<file path="src/rtl/pc_pkg.sv">
// Shared types and default constants for the IF-stage program-counter unit.
package pc_pkg;

   localparam int unsigned DEF_XLEN        = 32;
   localparam logic [31:0] DEF_RESET_VECTOR = 32'h0000_0000;
   localparam logic [31:0] DEF_EXC_VECTOR   = 32'h0000_0080;

   typedef enum logic [1:0] {
      IDLE = 2'd0,
      RUN  = 2'd1,
      TRAP = 2'd2
   } pc_state_e;

   typedef enum logic [2:0] {
      EXC   = 3'd0,
      REDIR = 3'd1,
      HOLD  = 3'd2,
      RET   = 3'd3,
      JMP   = 3'd4,
      SEQ   = 3'd5
   } pc_sel_e;

endpackage

</file>
<file path="src/rtl/pc_ras.sv">
// Circular return-address stack; a push when full overwrites the oldest entry.
module pc_ras
   import pc_pkg::*;
#(
   parameter int unsigned XLEN      = DEF_XLEN,
   parameter int unsigned RAS_DEPTH = 4
) (
   input  logic            clk_i,
   input  logic            rst_i,
   input  logic            i_push,
   input  logic            i_pop,
   input  logic            i_clear,
   input  logic [XLEN-1:0] i_push_data,
   output logic [XLEN-1:0] o_top,
   output logic            o_empty,
   output logic            o_full
);

   localparam int unsigned PTR_W = (RAS_DEPTH > 1) ? $clog2(RAS_DEPTH) : 1;
   localparam int unsigned CNT_W = $clog2(RAS_DEPTH + 1);
   localparam logic [CNT_W-1:0] CNT_FULL = CNT_W'(RAS_DEPTH);

   logic [XLEN-1:0]  r_mem [RAS_DEPTH];
   logic [PTR_W-1:0] r_ptr;
   logic [CNT_W-1:0] r_count;
   logic             r_empty;
   logic             r_full;

   logic [PTR_W-1:0] w_ptr_nxt;
   logic [CNT_W-1:0] w_count_nxt;

   // r_ptr is the next write slot; when full it also addresses the oldest entry
   always_comb begin
      w_ptr_nxt   = r_ptr;
      w_count_nxt = r_count;
      if (i_clear) begin
         w_ptr_nxt   = '0;
         w_count_nxt = '0;
      end else if (i_push) begin
         w_ptr_nxt = r_ptr + PTR_W'(1);
         if (r_count != CNT_FULL) w_count_nxt = r_count + CNT_W'(1);
      end else if (i_pop && (r_count != '0)) begin
         w_ptr_nxt   = r_ptr - PTR_W'(1);
         w_count_nxt = r_count - CNT_W'(1);
      end
   end

   always_ff @(posedge clk_i) begin
      if (rst_i) begin
         r_ptr   <= '0;
         r_count <= '0;
         r_empty <= 1'b1;
         r_full  <= 1'b0;
      end else begin
         r_ptr   <= w_ptr_nxt;
         r_count <= w_count_nxt;
         r_empty <= (w_count_nxt == '0);
         r_full  <= (w_count_nxt == CNT_FULL);
      end
   end

   always_ff @(posedge clk_i) begin
      if (!rst_i && !i_clear && i_push) r_mem[r_ptr] <= i_push_data;
   end

   assign o_top   = r_mem[r_ptr - PTR_W'(1)];
   assign o_empty = r_empty;
   assign o_full  = r_full;

endmodule

</file>
<file path="src/rtl/pc_unit.sv">
// IF-stage program-counter generator: start/idle/trap FSM, prioritised
// next-PC select, return-address stack and target alignment.
module pc_unit
   import pc_pkg::*;
#(
   parameter int unsigned     XLEN         = DEF_XLEN,
   parameter int unsigned     INSTR_BYTES  = 4,
   parameter logic [XLEN-1:0] RESET_VECTOR = XLEN'(DEF_RESET_VECTOR),
   parameter logic [XLEN-1:0] EXC_VECTOR   = XLEN'(DEF_EXC_VECTOR),
   parameter int unsigned     RAS_DEPTH    = 4
) (
   input  logic            clk_i,
   input  logic            rst_i,
   input  logic            start_i,
   input  logic            stall_i,
   input  logic            exc_i,
   input  logic            redirect_i,
   input  logic [XLEN-1:0] redirect_pc_i,
   input  logic            jump_i,
   input  logic            call_i,
   input  logic            ret_i,
   input  logic [XLEN-1:0] jump_target_i,
   output logic [XLEN-1:0] pc_o,
   output logic [XLEN-1:0] pc_plus_o,
   output logic            valid_o,
   output logic            misalign_o,
   output logic            ras_empty_o,
   output logic            ras_full_o
);

   localparam logic [XLEN-1:0] INC        = XLEN'(INSTR_BYTES);
   localparam logic [XLEN-1:0] ALIGN_MASK = XLEN'(INSTR_BYTES - 1);

   pc_state_e       r_state;
   logic [XLEN-1:0] r_pc;
   logic            r_valid;
   logic            r_misalign;

   pc_state_e       w_state_nxt;
   pc_sel_e         w_sel;
   logic [XLEN-1:0] w_pc_nxt;
   logic [XLEN-1:0] w_pc_plus;
   logic            w_misalign_nxt;
   logic            w_push;
   logic            w_pop;
   logic            w_clear;
   logic [XLEN-1:0] w_ras_top;
   logic            w_ras_empty;
   logic            w_ras_full;

   assign w_pc_plus = r_pc + INC;

   always_ff @(posedge clk_i) begin
      if (rst_i) begin
         r_state    <= IDLE;
         r_pc       <= RESET_VECTOR;
         r_valid    <= 1'b0;
         r_misalign <= 1'b0;
      end else begin
         r_state    <= w_state_nxt;
         r_pc       <= w_pc_nxt;
         r_valid    <= (w_state_nxt == RUN);
         r_misalign <= w_misalign_nxt;
      end
   end

   always_comb begin
      w_state_nxt    = r_state;
      w_sel          = HOLD;
      w_pc_nxt       = r_pc;
      w_misalign_nxt = 1'b0;
      w_push         = 1'b0;
      w_pop          = 1'b0;
      w_clear        = 1'b0;
      unique case (r_state)
         IDLE: begin
            w_pc_nxt = RESET_VECTOR;
            if (start_i) w_state_nxt = RUN;
         end
         // the vector slot itself is never a valid fetch; resume one past it
         TRAP: begin
            w_pc_nxt    = w_pc_plus;
            w_state_nxt = RUN;
         end
         RUN: begin
            if (exc_i)           w_sel = EXC;
            else if (redirect_i) w_sel = REDIR;
            else if (stall_i)    w_sel = HOLD;
            else if (ret_i)      w_sel = RET;
            else if (jump_i)     w_sel = JMP;
            else                 w_sel = SEQ;

            unique case (w_sel)
               EXC: begin
                  w_pc_nxt    = EXC_VECTOR;
                  w_clear     = 1'b1;
                  w_state_nxt = TRAP;
               end
               REDIR: begin
                  w_pc_nxt       = redirect_pc_i & ~ALIGN_MASK;
                  w_misalign_nxt = |(redirect_pc_i & ALIGN_MASK);
               end
               RET: begin
                  if (!w_ras_empty) begin
                     w_pc_nxt = w_ras_top;
                     w_pop    = 1'b1;
                  end else begin
                     w_pc_nxt       = jump_target_i & ~ALIGN_MASK;
                     w_misalign_nxt = |(jump_target_i & ALIGN_MASK);
                  end
               end
               JMP: begin
                  w_pc_nxt       = jump_target_i & ~ALIGN_MASK;
                  w_misalign_nxt = |(jump_target_i & ALIGN_MASK);
                  w_push         = call_i;
               end
               SEQ:     w_pc_nxt = w_pc_plus;
               default: w_pc_nxt = r_pc;
            endcase
         end
         default: w_state_nxt = IDLE;
      endcase
   end

   pc_ras #(
      .XLEN      (XLEN),
      .RAS_DEPTH (RAS_DEPTH)
   ) u_ras (
      .clk_i       (clk_i),
      .rst_i       (rst_i),
      .i_push      (w_push),
      .i_pop       (w_pop),
      .i_clear     (w_clear),
      .i_push_data (w_pc_plus),
      .o_top       (w_ras_top),
      .o_empty     (w_ras_empty),
      .o_full      (w_ras_full)
   );

   assign pc_o        = r_pc;
   assign pc_plus_o   = w_pc_plus;
   assign valid_o     = r_valid;
   assign misalign_o  = r_misalign;
   assign ras_empty_o = w_ras_empty;
   assign ras_full_o  = w_ras_full;

endmodule
</file>
<file path="config.mk">
export PLATFORM = sky130hd
export DESIGN_NAME = pc_unit
export DESIGN_NICKNAME = d
export VERILOG_FILES = /design/src/rtl/pc_pkg.sv /design/src/rtl/pc_ras.sv /design/src/rtl/pc_unit.sv
export SDC_FILE = /design/constraint.sdc
export NUM_CORES = 1
export LEC_CHECK = 0
export ABC_AREA = 1
export CAP_MARGIN = 20
export CORE_UTILIZATION = 33
export CTS_CLUSTER_DIAMETER = 150
export DETAILED_ROUTE_END_ITERATION = 7
export HOLD_SLACK_MARGIN = 0.05
export PLACE_DENSITY = 0.57
export SLEW_MARGIN = 0
export SYNTH_ARGS = -nofsm -noshare
export SYNTH_HDL_FRONTEND = slang
export SYNTH_HIERARCHICAL = 1
export SYNTH_SLANG_ARGS = --single-unit
</file>
<file path="constraint.sdc">
create_clock -name clk_i -period 3.75 [get_ports clk_i]
set_clock_uncertainty 0.2 [all_clocks]
set_input_delay 0.375 -clock clk_i [delete_from_list [all_inputs] [get_ports clk_i]]
set_output_delay 0.375 -clock clk_i [all_outputs]
set_load 0.02 [all_outputs]
</file>
==> impl_metrics.ini, run 1 <==
[timing]
fin_crit_ns = 3.54
fin_setup_tns_ns = 0
finalHoldViolCount = 0
worst_pin_slew_ns = 0.772
rsz0062_at_grt = false
slew_violations = 0
slew_headroom_pct = 48.5
period_share_pct = 94.3
fmax_ghz = 0.283
finalSetupViolations = 0

[layout]
area_growth_syn_to_layout_pct = 27.4
final_nets = 1240
layout-drive-gt1-share_pct = 8.99
final_core_util_pct = 42.9
num_antenna_cells = 0

[critical_path]
cp_max_fo = 8
crit_type = reg -> out
crit_end = pc_plus_o[25]
cp-start-kind = flop
crit_arrival_ns = 2.96
r2r_slack_ns = 1.03
r2r_end = u_ras/r_mem[3][12]
end_kind = output port
critPathRequiredTime_ns = 3.17
reg2reg_from = r_state[1]
reg2reg_depth = 7
crit_path_start = pc_o[2]

[yosys]
ys.flop_type = edfxtp_1
syn_area_per_cell_um2 = 8.57
synthCells = 1024
synth_top_cell_area_share_pct = 43.8
synthArstFlopShare_pct = 0
yosys.area.top_type = edfxtp_1
syn_area_um2 = 8770
synth-edff-count = 128
synthTopCellsByArea = edfxtp_1, nand2_1, dfxtp_1
synthesis.nets = 1109
ys_ff_latch = 171
yosysSeqAreaShare_pct = 53.6
yosys_warnings = 6
ys_types = 36

[drt]
vias = 7593
vias_per_cell = 5.05
drt_iter0_markers = 644
drt-wirelength-per-cell_um = 18.5
post-route-drc-count = 0
ant_nets = 0
wl_um = 27700
first_pass_iters = 5

[clock_network]
ctsResizeCount = 0
cts_tree = done
cts_sinks = 171
cts-buffers-inserted = 17
cts_root_buf = clkbuf_16
postCtsSetupBuffers = 0
path_clk_slew_ns = 0.07
htree_levels = 4
ctsHoldBuffers = 0
clk_path_buf_depth = 2
clkLatencyLatePin_ns = 0.43

[die]
io_pins = 141
die_w_um = 165
die-area_um2 = 27200
rows = 59
fp.dieH_um = 165
coreArea_um2 = 26100
initial_core_util_pct = 33.7

[min_path]
hold_depth = 2
worstHoldPathType = reg -> reg

[global_route]
busiest_layer = met2
grt_antenna_before_repair = 0
met3_usage_pct = 3.87
grt_usage_pct = 21.1
grt_pass1_wl_um = 42300
grt_pass1_vias = 7367
gr-usage-met1_pct = 28.0
grt_max_degree = 68
grtUsageMet2_pct = 34.5
gr-total-overflow = 0

[power]
p_switching_uw = 947
powerDensity_nw_per_um2 = 386
vdd_ir_drop_max_uv = 318
leakage_nw = 4.20
combPwrFrac_pct = 6.8
pwr-share-clk_pct = 46.2
p_sw_share_pct = 22.0
seq_power_share_pct = 47.0
internal-power_mw = 3.36

[place]
place_congestion = 0.877
dp_hpwl_um = 18900
portBuffers = 140

[run]
maxCapViolations = 0

[status]
status = finished clean
## through the flow
step / setup WS [ns] / std cells / power, mW / hold slack, ns / cell area, um^2
6_report: 0.215 / 1503 / 4.31 / 0.324 / 11200
5_1_grt: 0.0394 / 1503 / 4.43 / 0.362 / 11200
4_1_cts: 0.172 / 1503 / 4.33 / 0.316 / 11200
3_5_place_dp: 0.651 / 1471 / 2.36 / 0.306 / 10500
3_3_place_gp: 0.672 / 1471 / 2.36 / 0.311 / 10500
2_1_floorplan: 0.569 / 1024 / 2.21 / 0.248 / 8770
## power by group through the flow
stage	clock (mW)	sequential, mW	combinational (mW)
final	1.99	2.03	0.292
after CTS	2.01	2.03	0.293
after global routing	2.08	2.03	0.320
after global placement	0	2.07	0.292
after floorplan	0	2.07	0.135
after detailed placement	0	2.07	0.291
## state kept, by name (all words and copies together) (netlist names)
register	cells
misalign_o	1
pc_o	32
r_state	2
u_ras/o_empty	1
u_ras/o_full	1
u_ras/r_count	3
u_ras/r_mem	128
u_ras/r_ptr	2
valid_o	1
## final cells by class
cell class              instances  area [um^2]
well taps                     335          419
clock buffers                  19          453
clock inverters                13          210
multi-input cells             735         3550
repair buffers                165         1590
inverters                      65          246
fillers                      2527        14900
flip-flops and latches        171         4710
## cell families after synthesis
kind of cell | after synthesis | synth area share (%)
XOR/XNOR | 8 | 1.14
flip-flops | 171 | 53.6
AO/OA/AOI/OAI | 150 | 9.29
buffers and inverters | 118 | 6.12
adder cells (fa/ha/maj) | 12 | 1.71
AND/OR/NAND/NOR | 565 | 28.1
## worst min path at each step
stage | endpoint | startpoint
floorplan | u_ras/r_count[0] | rst_i
global placement | u_ras/r_ptr[1] | u_ras/r_ptr[1]
detailed placement | u_ras/r_ptr[1] | u_ras/r_ptr[1]
CTS | u_ras/r_ptr[1] | u_ras/r_ptr[1]
global route | pc_o[20] | pc_o[20]
finish | u_ras/r_ptr[1] | u_ras/r_ptr[1]
## synthesized netlist by cell type, types with 2 or more instances
cell type and count:
xor2_2 4, o21ai_0 72, buf_4 2, nand2_1 284
o22ai_1 32, nor2_1 104, buf_6 4, nand2_4 2
a21oi_2 3, dfxtp_1 43, nor2_2 16, and2_1 15
xnor2_1 3, clkbuf_1 19, inv_2 3, nand3_1 124
ha_1 12, inv_1 61, buf_2 25, o21bai_1 3
a21oi_1 38, nor2_4 6, nand4_1 5, edfxtp_1 128
nand3_2 4, nand2_2 2
## worst max-delay path, cell delays in order, from the launching register on
cell and delay, ns:
dfxtp_1 0.47, inv_1 0.22, nor2_1 0.44, nand2_1 0.21
inv_1 0.13, nand2_1 0.06, nand2_1 0.07, and2_1 0.27
clkdlybuf4s50_1 0.65
## per-layer routing
layer,up-vias,part of all wire (%)
met3,39,6.4
met2,268,47
li1,3703,-
met5,-,0
met4,0,2.0
met1,3583,45
## layout by cell type, fill, tap and decap left out, types with 2 or more instances in the layout
cell type,Yosys,routed
inv_6,0,4
buf_4,2,25
inv_1,61,61
nor2_4,6,6
nand2_1,284,284
xor2_2,4,4
and2_1,15,15
dfxtp_1,43,42
a21oi_2,3,3
a21oi_1,38,38
nand2_2,2,2
ha_1,12,12
bufinv_16,0,5
nand3_2,4,4
nand4_1,5,5
nand3_1,124,124
clkbuf_8,1,2
clkbuf_16,0,17
nor2_2,16,23
edfxtp_1,128,128
nand2_4,2,2
o22ai_1,32,32
xnor2_1,3,3
nor2_1,104,97
inv_2,3,3
o21ai_0,72,72
clkdlybuf4s50_1,0,140
o21bai_1,3,3
No activity file was read; power rests on OpenSTA's default activity.
==> run 2, diff against run 1 <==
GPL_ROUTABILITY_DRIVEN = 0   (was default)
==> results of run 2 <==
Same layout as run 1: the final DEF is identical, and so are final timing and power.
